[src/rtl/block_ecc_encode.sv]
// Block ECC encoder: buffers a 17x16 data block, builds the row, column and
// two diagonal parity planes, then streams the 19x18 encoded block row by row
// in the layout the read-side decoder/corrector expects.
module block_ecc_encode (
  input  logic        clk,
  input  logic        rst,
  input  logic        in_valid,
  output logic        in_ready,
  input  logic [15:0] in_data,
  output logic        out_valid,
  input  logic        out_ready,
  output logic [17:0] out_data,
  output logic [4:0]  out_row,
  output logic        out_last,
  output logic        busy
);

  typedef enum logic [1:0] {StFill, StCalc, StDrain} state_e;

  state_e      state_q, state_d;
  logic [4:0]  cnt_q;
  logic [4:0]  row_q;
  logic [15:0] buf_q [17];
  logic [15:0] col_q;
  logic [15:0] anti_q;
  logic [16:0] diag_q, diag_c;
  logic [18:0] rpar_q, rpar_c;
  logic        in_hs, out_hs;
  logic [31:0] in_dbl;
  logic [15:0] in_rot;
  logic [4:0]  data_idx;

  assign in_hs  = in_valid & in_ready;
  assign out_hs = out_valid & out_ready;
  assign busy   = !((state_q == StFill) && (cnt_q == 5'd0));

  // Word k feeds the anti-diagonal plane rotated right by (k mod 16).
  assign in_dbl = {in_data, in_data};
  assign in_rot = in_dbl[cnt_q[3:0] +: 16];

  // Diagonal column and row parity, evaluated from the full buffer in CALC.
  always_comb begin
    diag_c = '0;
    for (int m = 0; m < 17; m++) begin
      for (int k = 0; k < 16; k++) begin
        diag_c[m] = diag_c[m] ^ buf_q[(m + k) % 17][k];
      end
    end
    rpar_c    = '0;
    rpar_c[0] = ^col_q;
    rpar_c[1] = ^anti_q;
    for (int r = 2; r < 19; r++) begin
      rpar_c[r] = (^buf_q[r - 2]) ^ diag_c[r - 2];
    end
  end

  // Next-state logic and stream outputs; outputs idle at zero outside DRAIN.
  always_comb begin
    state_d   = state_q;
    in_ready  = 1'b0;
    out_valid = 1'b0;
    out_data  = '0;
    out_row   = '0;
    out_last  = 1'b0;
    data_idx  = row_q - 5'd2;
    unique case (state_q)
      StFill: begin
        in_ready = 1'b1;
        if (in_valid && (cnt_q == 5'd16)) state_d = StCalc;
      end
      StCalc: begin
        state_d = StDrain;
      end
      StDrain: begin
        out_valid = 1'b1;
        out_row   = row_q;
        out_last  = (row_q == 5'd18);
        if (row_q == 5'd0) begin
          out_data = {col_q, 1'b0, rpar_q[0]};
        end else if (row_q == 5'd1) begin
          out_data = {anti_q, 1'b0, rpar_q[1]};
        end else begin
          out_data = {buf_q[data_idx], diag_q[data_idx], rpar_q[row_q]};
        end
        if (out_ready && out_last) state_d = StFill;
      end
      default: state_d = StFill;
    endcase
  end

  // State, buffer and parity accumulators; reset discards any partial block.
  always_ff @(posedge clk) begin
    if (rst) begin
      state_q <= StFill;
      cnt_q   <= '0;
      row_q   <= '0;
      col_q   <= '0;
      anti_q  <= '0;
      diag_q  <= '0;
      rpar_q  <= '0;
      for (int i = 0; i < 17; i++) buf_q[i] <= '0;
    end else begin
      state_q <= state_d;
      if (in_hs) begin
        buf_q[cnt_q] <= in_data;
        col_q        <= col_q ^ in_data;
        anti_q       <= anti_q ^ in_rot;
        cnt_q        <= cnt_q + 5'd1;
      end
      if (state_q == StCalc) begin
        diag_q <= diag_c;
        rpar_q <= rpar_c;
        row_q  <= '0;
      end
      if (out_hs) begin
        if (out_last) begin
          cnt_q  <= '0;
          col_q  <= '0;
          anti_q <= '0;
          row_q  <= '0;
        end else begin
          row_q <= row_q + 5'd1;
        end
      end
    end
  end

endmodule
[config.mk]
export PLATFORM = sky130hd
export DESIGN_NAME = block_ecc_encode
export DESIGN_NICKNAME = d
export VERILOG_FILES = /design/src/rtl/block_ecc_encode.sv
export SDC_FILE = /design/constraint.sdc
export NUM_CORES = 1
export LEC_CHECK = 0
export CAP_MARGIN = 40
export CORE_ASPECT_RATIO = 1.4
export CORE_MARGIN = 2
export CORE_UTILIZATION = 63
export CTS_CLUSTER_DIAMETER = 30
export DETAILED_ROUTE_END_ITERATION = 16
export PLACE_DENSITY_LB_ADDON = 0.05
export SLEW_MARGIN = 5
export SYNTH_ARGS = -nofsm -noshare
export SYNTH_HDL_FRONTEND = slang
export SYNTH_SLANG_ARGS = --single-unit
[constraint.sdc]
create_clock -name clk -period 4.1 [get_ports clk]
set_input_delay 0.82 -clock clk [delete_from_list [all_inputs] [get_ports clk]]
set_output_delay 0.82 -clock clk [all_outputs]
set_load 0.02 [all_outputs]
==> metrics.md <==
| Metric | Value |
|---|---|
| Outcome | `finished, violations left` |
| Failing checks | `negative setup slack` |
| Worst hold-check path type | `flop to flop` |
| CTS root buffer | `clkbuf_16` |
| Initial core utilization | `0.6365` |
| Switching share of power | `0.2662` |
| Clk Latency, worst-skew pair | `680 ps` |
| Final Core Density | `0.7527` |
| Critical Path RT | `3280 ps` |
| # rows | `96` |
| DRT Pass-1 Iters | `5` |
| Vias per cell | `6.474` |
| Crit path launch | `row_q[1]$_SDFFE_PP0P_` |
| Total net switching power | `4.722 mW` |
| Die W | `192.1 um` |
| Number of flops mapped to enable cells by yosys | `512` |
| Fillers | `3062` |
| Max FO, Critical Path | `23` |
| First-pass GRT wire length | `145000 um` |
| Final nets | `2479` |
| CP max stage delay | `630 ps` |
| Slew of the pin with the lowest slew margin | `906.8 ps` |
| Synth Area per Inst | `13.54 um2` |
| Hpwl dp | `70980 um` |
| CTS tree | `yes` |
| Max Fclk | `0.2430 GHz` |
| Layout cells sized above 1 | `0.2146` |
| Worst path slowest cell | `or4_4` |
| 1st-iter DRT viols | `2444` |
| Post-Place Cell Area | `32810 um2` |
| Register area share after synthesis | `0.5442` |
| Post-cts hold buffer count | `0` |
| CP endpoint | `out_data[14]` |
| Final Setup Violations | `3` |
| Via count | `20550` |
| Antenna violations before repair | `3` |
| Arrival time worst endpoint | `3300 ps` |
| Die Ht | `267.3 um` |
| Clock Skews | `78.78 ps` |
| Post-synth top area cell | `edfxtp_1` |
| RSZ-0062 raised after global routing | `true` |
| Setup CP Type | `flop to output pin` |
| Synthesis warning total | `0` |
| Leak | `12.52 nW` |
| Routability Congestion | `0.9922` |
| Routed WL | `103500 um` |
| Final std cells w/o fill | `3174` |
| Maxcap violations | `0` |
| PortBufs | `46` |
| Number of routed nets with antenna violations | `0` |
| Final slew viol count | `0` |
| Ys async rst share | `0` |
| Vias in the first global route | `20780` |
| Logic pwr share | `0.116` |
| WL/cell | `32.62 um` |
| H-tree levels | `3` |
| Final Cycle Share | `1.004` |
| Multi-input combinational cell area | `13740 um2` |
| Top FF cell, synth | `edfxtp_1` |
| Post-Synthesis Cell Area | `31190 um2` |
| Largest net degree at the start of global routing | `71` |
| Core outline area | `49010 um2` |
| Final Hold Violating Endpoints | `0` |
| Netlist cell types | `52` |
| Die area | `51340 um2` |
| Total Power | `17.74 mW` |
| CP endpoint kind | `output pin` |
| Synth Instances | `2304` |
| Placed cells | `2964` |
| Final worst slack | `-15.99 ps` |
| Final setup TNS | `-20.94 ps` |
| Reg area | `16980 um2` |
| All-Layer GR Usage | `0.4081` |
| Hold depth | `2` |
| Clock group share of total power | `0.494` |
| Final Instance Area | `36890 um2` |
| Clock transition at path regs | `50 ps` |
| Max-slew headroom | `0.3936` |
| Clock buffer depth | `3` |
| R2R Path Start | `state_q[1]$_SDFFE_PP0P_` |
| Hold WS | `505.3 ps` |
| Top Ports | `47` |
| Max VDD drop | `0.0004926 V` |
| Clk sinks | `592` |
| # DRC | `0` |
| Reg2reg setup slack | `1130 ps` |
| Pwr Density | `480.9 nW/um2` |
| Reg2Reg Capture Point | `buf_q[3][4]$_SDFFCE_PN0P_` |
| Dpl ws | `31.17 ps` |
| Most frequent CP cell | `nand4_1` |
| CP startpoint kind | `flop` |
| Int Power | `13.02 mW` |
| Sequential share of power | `0.390` |
| Reg2reg path depth | `7` |
| Remaining Overflow, GRT | `0` |
| Worst path cell trace | `buf_8 > or4_4 > and2_4 > buf_6 > nand4_1 > nand4_1 > a21oi_2 > clkdlybuf4s15_2` |
| Num CTS Buffers | `100` |
| Top cell type's share of synthesized area | `0.4929` |
| Min cycle time layout | `4116 ps` |
| Area Overhead vs Synth | `18.25%` |
| Synth Register Bits | `592` |
| Top cells by area, synth | `edfxtp_1 49%, xnor2_1 14%, mux4_2 10%, and2_1 5.6%, dfxtp_1 5.1%` |
| Synthesized Nets | `2334` |
power groups by stage:
stage | combinational [mW] | clock, mW | sequential (mW)
2_1_floorplan | 1.43 | 0 | 6.94
3_3_place_gp | 1.99 | 0 | 7.03
3_5_place_dp | 2.02 | 0 | 7.03
4_1_cts | 2.03 | 8.76 | 6.91
5_1_grt | 2.16 | 9.02 | 6.92
6_report | 2.06 | 8.76 | 6.92
repair_timing:
item                       CTS  global route
setup buffers                8             7
setup endpoints to repair   18            15
pin swaps                   14             7
cloned                       3             2
resized for setup           99            18
critical path: cells and delay by family (launching register included):
family          cells  cell delay [ps]
compound gates      1              250
flops               1              350
simple gates        4             1350
buf+inv             3              650
cell usage after synthesis (8+ instances only):
master / count
or2_2: 16
mux2i_1: 9
edfxtp_1: 512
nand3b_1: 11
a21oi_1: 34
ha_1: 10
dfxtp_1: 80
xnor2_1: 486
buf_1: 8
a211oi_1: 36
a22oi_1: 22
buf_2: 26
a31oi_1: 16
clkbuf_1: 98
nor2_1: 122
mux4_2: 145
o21ai_0: 15
nand3_1: 30
nand4_1: 21
xor2_1: 107
and2_1: 281
mux4_1: 23
nand2_1: 139
layer usage:
layer / part of all wire / vias to the layer above / global-route usage
met2: 0.49 / 1348 / 0.6713
met3: 0.093 / 336 / 0.06775
met1: 0.33 / 10280 / 0.4916
li1: - / 8591 / -
met5: 0 / - / 0
met4: 0.083 / 0 / 0.2847
flip-flops by register name (all words and copies together) (netlist names):
name,cells
rpar_q,19
state_q,2
anti_q,16
diag_q,17
col_q,16
buf_q,512
row_q,5
cnt_q,5
how the worst min path moves through the flow:
stage,from,end,slack [ps]
final,diag_q[7]$_SDFFE_PP0P_,diag_q[7]$_SDFFE_PP0P_,510
after global routing,rpar_q[4]$_SDFFE_PP0P_,rpar_q[4]$_SDFFE_PP0P_,530
after CTS,diag_q[13]$_SDFFE_PP0P_,diag_q[13]$_SDFFE_PP0P_,500
after detailed placement,diag_q[13]$_SDFFE_PP0P_,diag_q[13]$_SDFFE_PP0P_,490
after global placement,diag_q[9]$_SDFFE_PP0P_,diag_q[9]$_SDFFE_PP0P_,490
after floorplan,diag_q[0]$_SDFFE_PP0P_,diag_q[0]$_SDFFE_PP0P_,480
layout make-up:
class / instances / share of cell area
Timing Repair Buffer: 186 / 0.04752
Inverter: 7 / 0.0007123
Sequential cell: 592 / 0.4604
Tap cell: 637 / 0.02161
Clock buffer: 111 / 0.07092
Clock inverter: 77 / 0.02612
Multi-Input combinational cell: 1562 / 0.3726
Antenna cell: 2 / 0.0001357
cell families (layout without fill, tap and decap cells):
| kind of cell | after synthesis | count (layout) | share of synthesized area |
|---|---|---|---|
| AND/OR/NAND/NOR | 640 | 640 | 0.1072 |
| XOR/XNOR | 593 | 593 | 0.1665 |
| flip-flops | 592 | 592 | 0.5442 |
| multiplexers | 177 | 177 | 0.1269 |
| buffers and inverters | 150 | 381 | 0.02130 |
| AO/OA/AOI/OAI | 142 | 142 | 0.02988 |
| adder cells (fa/ha/maj) | 10 | 10 | 0.004011 |
| other | 0 | 2 | 0 |
placed cells by master (no fill, tap or decap), types with 16 or more instances in the layout:
cell               n
mux4_2           145
nand2_1          136
mux4_1            23
xnor2_1          486
clkdlybuf4s50_1   27
nand4_1           21
edfxtp_1         512
or2_2             16
a31oi_1           16
inv_6             20
clkbuf_16        104
buf_4            124
xor2_1           107
a211oi_1          36
a21oi_1           21
nor2_1           120
nand3_1           27
and2_1           280
dfxtp_1           78
(Power assumes the default switching activity.)
